$ cat src/rtl/vm_command_sequencer_if.sv
// Command stream plus head-module drive signals of vm_command_sequencer.
// slave is the sequencer side, master is the command source / observer side.
interface vm_command_sequencer_if;
    logic       cmd_valid;
    logic       cmd_ready;
    logic [8:0] cmd_data;
    logic       costumer_mode;
    logic       owner_money_mode;
    logic       owner_supply_mode;
    logic [2:0] product;
    logic [3:0] costumer_money;
    logic [3:0] quantitiy;
    logic       busy;
    logic       err;

    modport master (
        output cmd_valid,
        output cmd_data,
        input  cmd_ready,
        input  costumer_mode,
        input  owner_money_mode,
        input  owner_supply_mode,
        input  product,
        input  costumer_money,
        input  quantitiy,
        input  busy,
        input  err
    );

    modport slave (
        input  cmd_valid,
        input  cmd_data,
        output cmd_ready,
        output costumer_mode,
        output owner_money_mode,
        output owner_supply_mode,
        output product,
        output costumer_money,
        output quantitiy,
        output busy,
        output err
    );
endinterface

$ cat src/rtl/vm_command_sequencer.sv
// Replays queued commands as field setup, one mode strobe, then a guard gap.
// Define VM_SEQ_FIFO_EN for a DEPTH-entry command FIFO; otherwise one holding register.
module vm_command_sequencer #(
    parameter int unsigned SETUP_CYCLES  = 1,
    parameter int unsigned STROBE_CYCLES = 1,
    parameter int unsigned GAP_CYCLES    = 1,
    parameter int unsigned DEPTH         = 4,
    parameter int unsigned MAX_PRODUCT   = 4
) (
    input logic                   clk,
    input logic                   rst_n,
    vm_command_sequencer_if.slave bus
);

    typedef enum logic [1:0] {IDLE, SETUP, STROBE, GAP} state_e;

    localparam logic [1:0] OpBuy     = 2'b00;
    localparam logic [1:0] OpMoney   = 2'b01;
    localparam logic [1:0] OpSupply  = 2'b10;
    localparam logic [1:0] OpIllegal = 2'b11;

    localparam logic [3:0] SetupLoad  = 4'(SETUP_CYCLES - 1);
    localparam logic [3:0] StrobeLoad = 4'(STROBE_CYCLES - 1);
    localparam logic [3:0] GapLoad    = 4'(GAP_CYCLES - 1);

    generate
        if (DEPTH < 2 || (DEPTH & (DEPTH - 1)) != 0 ||
            SETUP_CYCLES < 1 || SETUP_CYCLES > 15 ||
            STROBE_CYCLES < 1 || STROBE_CYCLES > 15 ||
            GAP_CYCLES < 1 || GAP_CYCLES > 15) begin : gCfgCheck
            $error("vm_command_sequencer: illegal parameter set");
        end
    endgenerate

    state_e     state_q;
    logic [3:0] cnt_q;
    logic [1:0] op_q;
    logic [2:0] product_q;
    logic [3:0] money_q;
    logic [3:0] qty_q;
    logic       costumer_mode_q;
    logic       owner_money_mode_q;
    logic       owner_supply_mode_q;
    logic       err_q;
    logic       ready_en_q;

    logic [1:0] in_op;
    logic [2:0] in_product;
    logic       cmd_fire;
    logic       cmd_legal;
    logic       push;
    logic       load;
    logic       avail;
    logic [8:0] head;

    assign in_op      = bus.cmd_data[8:7];
    assign in_product = bus.cmd_data[6:4];
    assign cmd_fire   = bus.cmd_valid && bus.cmd_ready;
    // The product field of an owner-money command is don't-care.
    assign cmd_legal  = (in_op != OpIllegal) &&
                        ((in_op == OpMoney) || (32'(in_product) <= MAX_PRODUCT));
    assign push       = cmd_fire && cmd_legal;
    assign load       = avail && ((state_q == IDLE) || (state_q == GAP && cnt_q == 4'd0));

`ifdef VM_SEQ_FIFO_EN
    localparam int unsigned AW = $clog2(DEPTH);

    logic [8:0]  mem_q [DEPTH];
    logic [AW:0] wr_ptr_q;
    logic [AW:0] rd_ptr_q;
    logic        full;

    // Pointers carry one extra wrap bit to tell full from empty.
    assign full          = (wr_ptr_q[AW] != rd_ptr_q[AW]) &&
                           (wr_ptr_q[AW-1:0] == rd_ptr_q[AW-1:0]);
    assign avail         = (wr_ptr_q != rd_ptr_q);
    assign head          = mem_q[rd_ptr_q[AW-1:0]];
    assign bus.cmd_ready = ready_en_q && !full;

    always_ff @(posedge clk or negedge rst_n) begin
        if (!rst_n) begin
            wr_ptr_q <= '0;
            rd_ptr_q <= '0;
        end else begin
            if (push) wr_ptr_q <= wr_ptr_q + (AW+1)'(1);
            if (load) rd_ptr_q <= rd_ptr_q + (AW+1)'(1);
        end
    end

    always_ff @(posedge clk) begin
        if (push) mem_q[wr_ptr_q[AW-1:0]] <= bus.cmd_data;
    end
`else
    logic       hold_valid_q;
    logic [8:0] hold_data_q;

    assign avail         = hold_valid_q;
    assign head          = hold_data_q;
    assign bus.cmd_ready = ready_en_q && (state_q == IDLE) && !hold_valid_q;

    always_ff @(posedge clk or negedge rst_n) begin
        if (!rst_n) begin
            hold_valid_q <= 1'b0;
            hold_data_q  <= '0;
        end else if (push) begin
            hold_valid_q <= 1'b1;
            hold_data_q  <= bus.cmd_data;
        end else if (load) begin
            hold_valid_q <= 1'b0;
        end
    end
`endif

    // Sequencer FSM: fields load on the pop edge, the strobe is a registered
    // copy of the STROBE state qualified by the loaded op.
    always_ff @(posedge clk or negedge rst_n) begin
        if (!rst_n) begin
            state_q             <= IDLE;
            cnt_q               <= '0;
            op_q                <= OpBuy;
            product_q           <= '0;
            money_q             <= '0;
            qty_q               <= '0;
            costumer_mode_q     <= 1'b0;
            owner_money_mode_q  <= 1'b0;
            owner_supply_mode_q <= 1'b0;
            err_q               <= 1'b0;
            ready_en_q          <= 1'b0;
        end else begin
            ready_en_q <= 1'b1;
            err_q      <= cmd_fire && !cmd_legal;

            if (load) begin
                op_q <= head[8:7];
                case (head[8:7])
                    OpBuy: begin
                        product_q <= head[6:4];
                        money_q   <= head[3:0];
                        qty_q     <= '0;
                    end
                    OpSupply: begin
                        product_q <= head[6:4];
                        money_q   <= '0;
                        qty_q     <= head[3:0];
                    end
                    default: begin
                        product_q <= '0;
                        money_q   <= '0;
                        qty_q     <= '0;
                    end
                endcase
            end

            case (state_q)
                IDLE: begin
                    if (load) begin
                        state_q <= SETUP;
                        cnt_q   <= SetupLoad;
                    end
                end
                SETUP: begin
                    if (cnt_q == 4'd0) begin
                        state_q             <= STROBE;
                        cnt_q               <= StrobeLoad;
                        costumer_mode_q     <= (op_q == OpBuy);
                        owner_money_mode_q  <= (op_q == OpMoney);
                        owner_supply_mode_q <= (op_q == OpSupply);
                    end else begin
                        cnt_q <= cnt_q - 4'd1;
                    end
                end
                STROBE: begin
                    if (cnt_q == 4'd0) begin
                        state_q             <= GAP;
                        cnt_q               <= GapLoad;
                        costumer_mode_q     <= 1'b0;
                        owner_money_mode_q  <= 1'b0;
                        owner_supply_mode_q <= 1'b0;
                    end else begin
                        cnt_q <= cnt_q - 4'd1;
                    end
                end
                GAP: begin
                    if (cnt_q == 4'd0) begin
                        if (load) begin
                            state_q <= SETUP;
                            cnt_q   <= SetupLoad;
                        end else begin
                            state_q <= IDLE;
                        end
                    end else begin
                        cnt_q <= cnt_q - 4'd1;
                    end
                end
                default: state_q <= IDLE;
            endcase
        end
    end

    assign bus.costumer_mode     = costumer_mode_q;
    assign bus.owner_money_mode  = owner_money_mode_q;
    assign bus.owner_supply_mode = owner_supply_mode_q;
    assign bus.product           = product_q;
    assign bus.costumer_money    = money_q;
    assign bus.quantitiy         = qty_q;
    assign bus.err               = err_q;
    assign bus.busy              = (state_q != IDLE) || avail;

endmodule
$ cat src/flat_wrapper.sv
// flat-port wrapper written by rule: the top's interface ports become plain ports
module vm_command_sequencer_flat 
#(
    parameter int unsigned SETUP_CYCLES  = 1,
    parameter int unsigned STROBE_CYCLES = 1,
    parameter int unsigned GAP_CYCLES    = 1,
    parameter int unsigned DEPTH         = 4,
    parameter int unsigned MAX_PRODUCT   = 4
)
  (clk, rst_n, bus_cmd_valid, bus_cmd_data, bus_cmd_ready, bus_costumer_mode, bus_owner_money_mode, bus_owner_supply_mode, bus_product, bus_costumer_money, bus_quantitiy, bus_busy, bus_err);
  vm_command_sequencer_if bus_i ();
  input logic clk;
  input logic rst_n;
  input wire logic [$bits(bus_i.cmd_valid)-1:0] bus_cmd_valid;
  input wire logic [$bits(bus_i.cmd_data)-1:0] bus_cmd_data;
  output wire logic [$bits(bus_i.cmd_ready)-1:0] bus_cmd_ready;
  output wire logic [$bits(bus_i.costumer_mode)-1:0] bus_costumer_mode;
  output wire logic [$bits(bus_i.owner_money_mode)-1:0] bus_owner_money_mode;
  output wire logic [$bits(bus_i.owner_supply_mode)-1:0] bus_owner_supply_mode;
  output wire logic [$bits(bus_i.product)-1:0] bus_product;
  output wire logic [$bits(bus_i.costumer_money)-1:0] bus_costumer_money;
  output wire logic [$bits(bus_i.quantitiy)-1:0] bus_quantitiy;
  output wire logic [$bits(bus_i.busy)-1:0] bus_busy;
  output wire logic [$bits(bus_i.err)-1:0] bus_err;
  assign bus_i.cmd_valid = bus_cmd_valid;
  assign bus_i.cmd_data = bus_cmd_data;
  assign bus_cmd_ready = bus_i.cmd_ready;
  assign bus_costumer_mode = bus_i.costumer_mode;
  assign bus_owner_money_mode = bus_i.owner_money_mode;
  assign bus_owner_supply_mode = bus_i.owner_supply_mode;
  assign bus_product = bus_i.product;
  assign bus_costumer_money = bus_i.costumer_money;
  assign bus_quantitiy = bus_i.quantitiy;
  assign bus_busy = bus_i.busy;
  assign bus_err = bus_i.err;
  vm_command_sequencer #(.SETUP_CYCLES(SETUP_CYCLES), .STROBE_CYCLES(STROBE_CYCLES), .GAP_CYCLES(GAP_CYCLES), .DEPTH(DEPTH), .MAX_PRODUCT(MAX_PRODUCT)) u_core (.clk(clk), .rst_n(rst_n), .bus(bus_i));
endmodule
$ cat config.mk
export PLATFORM = sky130hd
export DESIGN_NAME = vm_command_sequencer_flat
export DESIGN_NICKNAME = d
export VERILOG_FILES = /design/src/rtl/vm_command_sequencer_if.sv /design/src/rtl/vm_command_sequencer.sv /design/src/flat_wrapper.sv
export SDC_FILE = /design/constraint.sdc
export NUM_CORES = 1
export LEC_CHECK = 0
export ABC_CLOCK_PERIOD_IN_PS = 4100
export CAP_MARGIN = 25
export CORE_MARGIN = 4
export CORE_UTILIZATION = 55
export CTS_BUF_LIST = sky130_fd_sc_hd__clkbuf_4
export CTS_CLUSTER_SIZE = 8
export DETAILED_ROUTE_END_ITERATION = 16
export PLACE_DENSITY_LB_ADDON = 0.2
export SYNTH_ARGS = -nofsm -noshare
export SYNTH_HDL_FRONTEND = slang
export SYNTH_SLANG_ARGS = --single-unit
$ cat constraint.sdc
create_clock -name clk -period 4.1 [get_ports clk]
set_clock_uncertainty 0.1 [all_clocks]
set_input_delay 0.82 -clock clk [delete_from_list [all_inputs] [get_ports clk]]
set_output_delay 0.82 -clock clk [all_outputs]
set_load 0.005 [all_outputs]
# Yosys cells after proc, flatten, opt, wreduce, memory -nomap -nowiden
# Cells that the tools add are included.
[classes]
reduce_logical = 24
n_mux = 22
addsub = 1
n_eq_ne = 12
n_lt_le_gt_ge = 1
[op_table]
columns = ["op", "n"]
rows = [
  ["two-way mux 4 bit", 5],
  ["one-hot mux 4 bit (3 select lines)", 1],
  ["equality test 2 bit (second input constant)", 4],
  ["logical AND 1 bit", 8],
  ["two-way mux 2 bit", 4],
  ["one-hot mux 2 bit (4 select lines)", 1],
  ["two-way mux 1 bit", 7],
  ["equality test 2 x 1 -> 1 bit (second input constant)", 3],
  ["zero test 2 bit", 3],
  ["!= test 2 x 1 -> 1 bit (second input constant)", 3],
  ["one-hot mux 1 bit (2 select lines)", 3],
  ["nonzero test 2 bit", 3],
  ["zero test 4 bit", 1],
  ["!= test 2 bit (second input constant)", 2],
  ["AND reduction 4 bit", 1],
  ["OR reduction 2 bit", 2],
  ["subtractor 4 x 1 -> 4 bit (second input constant)", 1],
  ["less-or-equal comparator 3 bit (second input constant)", 1],
  ["logical OR 1 bit", 3],
  ["two-way mux 3 bit", 1],
  ["AND reduction 3 bit", 1],
  ["zero test 1 bit", 2],
]
[word_totals]
ff_bits = 34
in_bits = 12

# Depth between registers and ports, before layout
# Gate-level depths: netlist of the first run.
[depth]
word_depth = 7
ltp_mapped = 7
mapped_depth_nobuf = 6

# Worst setup path before layout of the first run
# OpenSTA, ideal clock, no wires.
[synth_timing]
path_type = "reg-to-output"
startpoint = "register u_core.state_q[0]"
endpoint = "output bus_cmd_ready"
setup_slack_ns = 2.115
path_buffers = 0
required_ns = 3.180
arrival_ns = 1.065
path_stages_with_launch = 5
cell_sequence = "dfrtp_1 -> inv_1 -> ha_1 -> nor2b_1 -> and2_1"
[synth_via]
elab_chain_cells = 3
[synth_lines]
columns = ["item", "line", "text"]
rows = [
  ["start, declared", "vm_command_sequencer.sv:35", "state_e state_q;"],
  ["start signal, assigned", "vm_command_sequencer.sv:118", "state_q <= IDLE;"],
  ["start signal, assigned", "vm_command_sequencer.sv:157", "state_q <= SETUP;"],
  ["start signal, assigned", "vm_command_sequencer.sv:163", "state_q <= STROBE;"],
  ["zero test 2 bit", "vm_command_sequencer.sv:99", "assign bus.cmd_ready = ready_en_q && (state_q == IDLE) && !hold_valid_q;"],
  ["logical AND 1 bit (2 in series)", "vm_command_sequencer.sv:99", ""],
  ["end, declared", "flat_wrapper.sv:16", "output wire logic [$bits(bus_i.cmd_ready)-1:0] bus_cmd_ready;"],
]
# Every way passes these cells.

# Worst setup path in the final report of the first run
# Same ends and word-level chain as after synthesis.

==> results of run 1 <==
## per-stage QoR
step                      total power (W)  worst slack (ns)  std cells
final                            0.001282             1.073        206
after global placement           0.001088             1.532        198
after CTS                        0.001291             1.051        206
after global routing             0.001386            0.8880        206
after detailed placement         0.001118             1.446        198
after floorplan                 0.0008986             2.115        140
## worst min path at each step
stage,start,endpoint,slack (ns),cells past startpoint
detailed placement,u_core.head[6],u_core.head[6],0.39,1
finish,u_core.head[6],u_core.head[6],0.42,1
global route,u_core.head[6],u_core.head[6],0.44,1
floorplan,u_core.head[4],u_core.head[4],0.37,1
global placement,u_core.head[6],u_core.head[6],0.39,1
CTS,u_core.head[6],u_core.head[6],0.41,1
## placed cells by master (no fill, tap or decap), types with 3 or more instances in the layout
master	Yosys	routed
dfrtp_1	34	34
clkdlybuf4s50_1	0	28
mux2_2	18	18
nand2_1	16	16
inv_1	14	14
mux2i_1	9	9
nor2b_1	6	6
ha_1	6	6
o21ai_0	5	5
clkbuf_4	0	5
o211ai_1	3	3
nor3b_1	3	3
clkinv_1	0	3
## critical path, cell delays in order, from the launching register on
cell and delay (ns):
dfrtp_1 0.46, inv_1 0.15, ha_1 0.26, nor2b_1 0.24
and2_1 0.16, clkdlybuf4s50_1 0.50
## sequential cells by signal (all words and copies together), names as in the netlist
register / count
u_core.head: 9
u_core.bus.costumer_money: 4
u_core.bus.quantitiy: 4
u_core.cnt_q: 4
u_core.bus.product: 3
u_core.op_q: 2
u_core.state_q: 2
u_core.avail: 1
u_core.bus.costumer_mode: 1
u_core.bus.err: 1
u_core.bus.owner_money_mode: 1
u_core.bus.owner_supply_mode: 1
u_core.ready_en_q: 1
## metal layers
| layer | up-vias | wire (µm) |
|---|---|---|
| li1 | 549 | - |
| met1 | 561 | 1416 |
| met2 | 25 | 1601 |
| met3 | 6 | 169 |
| met4 | 0 | 47 |
| met5 | - | 0 |
## where the power goes
part | switching, W | internal (W) | leakage [nW] | total [W]
combinational | 0.000241 | 0.000325 | 0.395 | 0.000566
clock | 0.000111 | 0.0000610 | 0.0277 | 0.000172
sequential | 0.0000885 | 0.000456 | 0.440 | 0.000544
## area by class of cell
class	instances	area, µm²
sequential	34	850.8
fill	229	827.0
multi-input combinational	90	723.2
timing repair buffer	29	287.8
inverter	14	52.55
tap	31	38.79
clock buffer	5	37.54
clock inverter	3	11.26
## kinds of logic after synthesis
logic type,Yosys count,synth area share
flops,34,0.5132
compound gates,17,0.07471
fa+ha+maj,6,0.04528
mux,27,0.1766
other cells,1,0.002262
buf+inv,16,0.05057
simple gates,39,0.1374
==> qor.yml, run 1 <==
run_status: "finished, final reports clean"
maxSlewViolCount: 0
ys_seq_area_frac: 0.5132
initial_core_util: 0.5860
dr.pass1.iters: 4
ys_async_sr_fraction: 1.000
reg2reg_depth: 5
core_area_um2: 2829
met1_usage: 0.2262
r2r-start: "u_core.cnt_q[0]"
routed-via-count: 1141
synth_top_area_frac: 0.5132
syn_to_final_growth_pct: 20.75
synth_common_cells: "34 x dfrtp_1, 18 x mux2_2, 16 x nand2_1"
core.rowCount: 19
drt-wirelength-per-cell_um: 15.71
min_path_type: "reg -> reg"
grt_max_degree: 35
wirelength_mm: 3.236
utilization: 0.7077
post_cts_buffers: 0
synthTopCellsByArea: "dfrtp_1 51%, mux2_2 12%, mux2i_1 5.4%, ha_1 4.5%, nand2_1 3.6%"
cts_hold_buffers: 0
grt_pass1_wl_mm: 5.740
startpoint_type: "flop"
drive_above_1_share: 0.1657
finalInstanceArea_um2: 2002
tightest_slew_ns: 0.7825
power.density_nw_per_um2: 640.4
cts_sinks: 34
drtIter0Drc: 62
syn_inst: 140
clock_path_buffers: 2
diodes: 0
vias_per_cell: 5.539
grt_use_total: 0.1876
nets: 192
synth.distinct_cells: 30
endpoint_kind: "primary output"
antenna_found_initial: 0
synth.net_count: 158
placement.io_buffers: 28
cts_tree: "done"
yosysMostFrequentCell: "dfrtp_1"
yosys_warnings: 0
met2_usage: 0.3057
synth_edf_count: 0
worstPathArrival_ns: 2.11
die_area_um2: 3956
cts_root_buf: "clkbuf_4"
cp-endpoint: "bus_cmd_ready"
critPathKind: "reg -> out"
ys_ff_latch: 34
syn_area_um2: 1658
place_area_um2: 1953
crit_fanout: 6
r2r-end: "u_core.op_q[1]"
grt.busiest_layer: "met2"
clkTransAtPathRegs_ns: 0.10
regToRegSetupSlack_ns: 1.67
peakVddDrop_uv: 384.8
max_freq_mhz: 330.3
postCtsResizedCells: 0
power_leakage_nw: 0.8630
htreeDepth: 2
fin_crit_ns: 3.027
grt_pass1_vias: 1228
rsz0062_at_grt: "false"
die_w_um: 62.90
fin_setup_tns_ns: 0
crit_path_start: "u_core.state_q[0]"
hold_viol: 0
overflow: 0
relSlewSlack: 0.4784
gr-usage-met3: 0.07014
clk_latency_ns: 0.34
synth_largest_area_cell: "dfrtp_1"
period_share: 0.7384
avgSynthCellArea_um2: 11.84
die_h_um: 62.90
io_pins: 29
cts_made_buffers: 5
finalSetupViolations: 0
maxCapViolations: 0
drc_errors: 0
hold-worst-slack_ns: 0.4165
post-dp-hpwl_mm: 2.396
synthFlopType: "dfrtp_1"
ant_nets: 0
critPathRequiredTime_ns: 3.18
gp_congestion: 0.8685
(Power assumes the default switching activity.)
==> run 2, diff against run 1 <==
--- a/config.mk
+++ b/config.mk
@@ -5,10 +5,10 @@
 export SDC_FILE = /design/constraint.sdc
 export NUM_CORES = 1
 export LEC_CHECK = 0
-export ABC_CLOCK_PERIOD_IN_PS = 4100
+export ABC_CLOCK_PERIOD_IN_PS = 2600
 export CAP_MARGIN = 25
 export CORE_MARGIN = 4
-export CORE_UTILIZATION = 55
+export CORE_UTILIZATION = 49
 export CTS_BUF_LIST = sky130_fd_sc_hd__clkbuf_4
 export CTS_CLUSTER_SIZE = 8
 export DETAILED_ROUTE_END_ITERATION = 16
==> constraint.sdc (replaced) <==
create_clock -name clk -period 2.6 [get_ports clk]
set_clock_uncertainty 0.1 [all_clocks]
set_input_delay 0.52 -clock clk [delete_from_list [all_inputs] [get_ports clk]]
set_output_delay 0.52 -clock clk [all_outputs]
set_load 0.005 [all_outputs]
==> run 2 against run 1 <==
Critical path depth unchanged. Largest power group unchanged. Non-clock buffer count increased by 7. Total power increased by 63%. Cell count increased by 8.7%. Sequential share of layout area is 1.6 points lower. Utilization shrank 4.7 points. Wire length shrank 5.0%. Critical endpoint unchanged. Design area up 4.1%.
==> qor.yml, run 2 (synthesis gave the netlist of run 1 again) <==
io_pins: 29  # unchanged
power_leakage_nw: 0.8946  # was 0.8630 nW
cts_root_buf: "clkbuf_4"  # unchanged
endpoint_kind: "primary output"  # unchanged
grt_use_total: 0.1580  # was 0.1876
cts_hold_buffers: 0  # unchanged
hold_viol: 0  # unchanged
crit_chain: "inv_1 > ha_4 > nor2b_4 > and2_1 > clkdlybuf4s50_1"  # was inv_1 > ha_1 > nor2b_1 > and2_1 > clkdlybuf4s50_1
vias_per_cell: 5.188  # was 5.539
drc_errors: 0  # unchanged
hold_path.startpoint: "u_core.head[4]"  # was u_core.head[6]
grt_max_degree: 35  # unchanged
run_status: "finished, final reports clean"  # unchanged
largest_register_ffs: 9  # unchanged
slowest_stage: "clkdlybuf4s50_1"  # unchanged
power.density_nw_per_um2: 1002  # was 640.4 nW/µm²
htreeDepth: 2  # unchanged
initial_core_util: 0.5258  # was 0.5860
wirelength_mm: 3.074  # was 3.236 mm
die_w_um: 66.17  # was 62.90 µm
crit_path_start: "u_core.state_q[1]"  # was u_core.state_q[0]
diodes: 0  # unchanged
critical-path-top-delay-family: "buffers and inverters"  # unchanged
clock_path_buffers: 2  # unchanged
relSlewSlack: 0.6631  # was 0.4784
clkTransAtPathRegs_ns: 0.09  # was 0.10 ns
drtIter0Drc: 75  # was 62
final_common_cell: "dfrtp_1"  # unchanged
nets: 199  # was 192
startpoint_type: "flop"  # unchanged
clk_latency_ns: 0.32  # was 0.34 ns
placement.io_buffers: 28  # unchanged
die_h_um: 66.17  # was 62.90 µm
peakVddDrop_uv: 584.0  # was 384.8 µV
critPathKind: "reg -> out"  # unchanged
drive_above_1_share: 0.2222  # was 0.1657
r2r-start: "u_core.cnt_q[0]"  # unchanged
tightest_slew_ns: 0.5043  # was 0.7825 ns
finalSetupViolations: 0  # unchanged
fin_setup_tns_ns: 0  # unchanged
maxCapViolations: 0  # unchanged
grt_pass1_vias: 1160  # was 1228
antenna_found_initial: 0  # unchanged
placedCellCount: 214  # was 198
core.rowCount: 20  # was 19
ant_nets: 0  # unchanged
min_path_type: "reg -> reg"  # unchanged
die_area_um2: 4378  # was 3956 µm²
routed-via-count: 1162  # was 1141
cts_tree: "done"  # unchanged
period_share: 0.9486
fin_crit_ns: 2.466
utilization: 0.6611  # was 0.7077
overflow: 0  # unchanged
grt_pass1_wl_mm: 5.209  # was 5.740 mm
layoutNonFillerInstCount: 224  # was 206
worstPathArrival_ns: 1.85  # was 2.11 ns
drt-wirelength-per-cell_um: 13.72  # was 15.71 µm
num-fill-cells: 261  # was 229
gp_congestion: 0.7895  # was 0.8685
post-dp-hpwl_mm: 2.291  # was 2.396 mm
critPathRequiredTime_ns: 1.98  # was 3.18 ns
dr.pass1.iters: 4  # unchanged
max_stage_delay_ns: 0.49  # was 0.50 ns
max_freq_mhz: 405.4
maxSlewViolCount: 0  # unchanged
core_area_um2: 3153  # was 2829 µm²
cts_made_buffers: 5  # unchanged
layout_common_cells: "33 x dfrtp_1, 28 x clkdlybuf4s50_1, 18 x mux2_2"  # was 34 x dfrtp_1, 28 x clkdlybuf4s50_1, 18 x mux2_2
crit_fanout: 5  # was 6
critPathBufInv: 2  # unchanged
syn_to_final_growth_pct: 25.74  # was 20.75%
cts_sinks: 34  # unchanged
[run 2: changes by cell type in the layout (fill, tap and decap cells not counted), sizes merged]
cell	change
clkinv	-2
buf	+7
[run 2: final cells by class]
| type | instances | area, µm² | share of cell area |
|---|---|---|---|
| inverter | 14 | 52.55 | 0.02521 |
| timing repair buffer | 36 | 340.3 | 0.1633 |
| sequential | 34 | 852.1 | 0.4088 |
| clock buffer | 5 | 37.54 | 0.01801 |
| multi-input combinational | 90 | 743.2 | 0.3565 |
| clock inverter | 1 | 3.754 | 0.001801 |
| tap | 44 | 55.05 | 0.02641 |
[run 2: repair_timing]
action	4_1_cts	5_1_grt
buffers inserted	0	4
endpoints found under the hold margin	0	0
gates resized for setup	3	3
setup endpoints to repair	1	2
[run 2: worst register-to-register path, delay by kind of cell, from the launching register on]
family | cells | cell delay [ns]
adder cells (fa/ha/maj) | 1 | 0.21
buffers and inverters | 2 | 0.33
AND/OR/NAND/NOR | 1 | 0.37
multiplexers | 1 | 0.21
AO/OA/AOI/OAI | 1 | 0.29
flip-flops | 1 | 0.43
[run 2: final timing paths]
kind                                      endpoint  depth (start not counted)  slack, ns
setup / recovery                     bus_cmd_ready                          5       0.13
hold / removal                      u_core.head[4]                          1       0.41
setup reg to reg           u_core.bus.quantitiy[3]                          6       0.59
hold reg to reg                     u_core.head[4]                          1       0.41
max in group asynchronous        u_core.state_q[0]                          2       1.58
min in group asynchronous  u_core.bus.quantitiy[0]                          2       0.49
[run 2: report_power, final]
part | switching [W] | total [W] | internal, W
clock network | 0.000158 | 0.000251 | 0.0000923
registers | 0.000136 | 0.000856 | 0.000720
logic | 0.000396 | 0.000982 | 0.000586
total | 0.000690 | 0.00209 | 0.00140
[run 2: routing by layer]
metal | routed length [µm] | part of all wire | vias up | track usage
li1 | - | - | 563 | -
met4 | 64 | 0.021 | 0 | 0.07360
met3 | 156 | 0.051 | 8 | 0.05102
met1 | 1383 | 0.45 | 566 | 0.1996
met5 | 0 | 0 | - | 0
met2 | 1469 | 0.48 | 25 | 0.2441
[run 2: metrics by stage]
step / setup WS, ns / power [W] / hold WS [ns] / cell area, µm²
after floorplan: 0.8099 / 0.001417 / 0.1244 / 1658
after detailed placement: 0.2953 / 0.001759 / 0.3848 / 1992
final: 0.1335 / 0.002089 / 0.4092 / 2085
after global routing: -0.003020 / 0.002254 / 0.4352 / 2085
after CTS: 0.03839 / 0.002030 / 0.4161 / 2038
after global placement: 0.3725 / 0.001724 / 0.3895 / 1992
==> run 3, diff against run 2 <==
--- a/config.mk
+++ b/config.mk
@@ -8,7 +8,7 @@
 export ABC_CLOCK_PERIOD_IN_PS = 2600
 export CAP_MARGIN = 25
 export CORE_MARGIN = 4
-export CORE_UTILIZATION = 49
+export CORE_UTILIZATION = 41
 export CTS_BUF_LIST = sky130_fd_sc_hd__clkbuf_4
 export CTS_CLUSTER_SIZE = 8
 export DETAILED_ROUTE_END_ITERATION = 16
==> run 3 against run 2 <==
Sequential share of layout area increased by 0.063 points. Worst hold slack improved by 0.0010 ns. Clock-buffer cell count up 1.
==> qor.yml, run 3 (synthesis gave the netlist of run 1 again) <==
layout_common_cells: "34 x dfrtp_1, 28 x clkdlybuf4s50_1, 18 x mux2_2"  # was 33 x dfrtp_1, 28 x clkdlybuf4s50_1, 18 x mux2_2
utilization: 0.5511  # was 0.6611
drtIter0Drc: 53  # was 75
wirelength_mm: 3.248  # was 3.074 mm
grt_max_degree: 35  # unchanged
multi_input_area_um2: 743.2  # unchanged
crit_chain: "inv_1 > ha_4 > nor2b_4 > and2_1 > clkdlybuf4s50_1"  # unchanged
endpoint_kind: "primary output"  # unchanged
cts_made_buffers: 5  # unchanged
largest_register_ffs: 9  # unchanged
maxCapViolations: 0  # unchanged
ant_nets: 0  # unchanged
run_status: "finished, final reports clean"  # unchanged
routed-via-count: 1125  # was 1162
peakVddDrop_uv: 450.9  # was 584.0 µV
hold_viol: 0  # unchanged
dr.pass1.iters: 4  # unchanged
max_freq_mhz: 403.4  # was 405.4 MHz
drc_errors: 0  # unchanged
period_share: 0.9535  # was 0.9486
cts_root_buf: "clkbuf_4"  # unchanged
syn_to_final_growth_pct: 25.36  # was 25.74%
cts_tree: "done"  # unchanged
crit_fanout: 5  # unchanged
power.density_nw_per_um2: 1017  # was 1002 nW/µm²
clock_path_buffers: 2  # unchanged
grt_use_total: 0.1423  # was 0.1580
io_pins: 29  # unchanged
drt-wirelength-per-cell_um: 14.31  # was 13.72 µm
final_common_cell: "dfrtp_1"  # unchanged
num-fill-cells: 315  # was 261
power_leakage_nw: 0.8912  # was 0.8946 nW
max_stage_delay_ns: 0.50  # was 0.49 ns
seqCellArea_um2: 850.8  # was 852.1 µm²
clkTransAtPathRegs_ns: 0.10  # was 0.09 ns
htreeDepth: 2  # unchanged
worstPathArrival_ns: 1.86  # was 1.85 ns
die_w_um: 71.59  # was 66.17 µm
finalInstanceArea_um2: 2078  # was 2085 µm²
rsz0062_at_grt: "false"
critPathRequiredTime_ns: 1.98  # about the same
fin_setup_tns_ns: 0  # unchanged
gp_congestion: 0.7557  # was 0.7895
die_area_um2: 5125  # was 4378 µm²
grt_pass1_wl_mm: 5.554  # was 5.209 mm
grt_pass1_vias: 1169  # was 1160
diodes: 0  # unchanged
cts_sinks: 34  # unchanged
slowest_stage: "clkdlybuf4s50_1"  # unchanged
clk_latency_ns: 0.33  # was 0.32 ns
finalSetupViolations: 0  # unchanged
critPathKind: "reg -> out"  # unchanged
overflow: 0  # unchanged
antenna_found_initial: 0  # unchanged
drive_above_1_share: 0.2067  # was 0.2222
fin_crit_ns: 2.479  # was 2.466 ns
nets: 196  # was 199
post-dp-hpwl_mm: 2.393  # was 2.291 mm
die_h_um: 71.59  # was 66.17 µm
maxSlewViolCount: 0  # unchanged
place_area_um2: 1989  # was 1992 µm²
core_area_um2: 3771  # was 3153 µm²
initial_core_util: 0.4396  # was 0.5258
startpoint_type: "flop"  # unchanged
min_path_type: "reg -> reg"  # unchanged
finalPower_w: 0.002115  # was 0.002089 W
core.rowCount: 22  # was 20
vias_per_cell: 4.956  # was 5.188
placement.io_buffers: 28  # unchanged
cts_hold_buffers: 0  # unchanged
-- run 3: worst paths after layout --
path	depth (start not counted)	end	slack [ns]	start
max in group asynchronous	2	u_core.head[4]	1.61	rst_n
worst min register to register	1	u_core.head[5]	0.41	u_core.head[5]
worst min-delay path	1	u_core.head[5]	0.41	u_core.head[5]
worst max-delay path	5	bus_cmd_ready	0.12	u_core.state_q[0]
worst max register to register	6	u_core.bus.quantitiy[3]	0.53	u_core.cnt_q[0]
min in group asynchronous	2	u_core.bus.quantitiy[1]	0.47	rst_n
-- run 3: power breakdown --
group	total [W]	leakage, nW	internal (W)	switching (W)
combinational	0.000981	0.418	0.000569	0.000412
clock	0.000282	0.0331	0.000112	0.000170
sequential	0.000851	0.440	0.000719	0.000133
total	0.00211	0.891	0.00140	0.000715
-- run 3: final cells by class --
| class | count | share of cell area |
|---|---|---|
| Clock buffer | 6 | 0.02167 |
| Clock inverter | 2 | 0.004214 |
| Inverter | 14 | 0.02529 |
| Multi-Input combinational cell | 90 | 0.3576 |
| Sequential cell | 34 | 0.4094 |
| Tap cell | 48 | 0.02890 |
| Timing Repair Buffer | 33 | 0.1529 |
-- run 3: metal layers --
layer,global-route usage,wire length (µm),vias to the layer above
li1,-,-,558
met1,0.1754,1477,539
met2,0.2337,1587,22
met3,0.04208,132,6
met4,0.05637,51,0
met5,0,0,-
-- run 3: per-stage QoR --
stage / cells / hold WS, ns / setup WS [ns]
floorplan: 140 / 0.1244 / 0.8099
global placement: 217 / 0.3911 / 0.3695
detailed placement: 217 / 0.3930 / 0.3084
CTS: 226 / 0.4168 / 0.02699
global route: 227 / 0.4306 / 0.01377
finish: 227 / 0.4102 / 0.1210
-- run 3: repair_timing --
action | in CTS | in global routing
endpoints found under the setup margin | 1 | 2
endpoints found under the hold margin | 0 | 0
setup buffers | 1 | 1
resized for setup | 2 | 2
-- run 3: worst max-delay path, delay by kind of cell, from the launching register on --
family	cells	cell delay, ns
buffers and inverters	2	0.65
flip-flops	1	0.39
adder cells (fa/ha/maj)	1	0.19
AND/OR/NAND/NOR	2	0.30
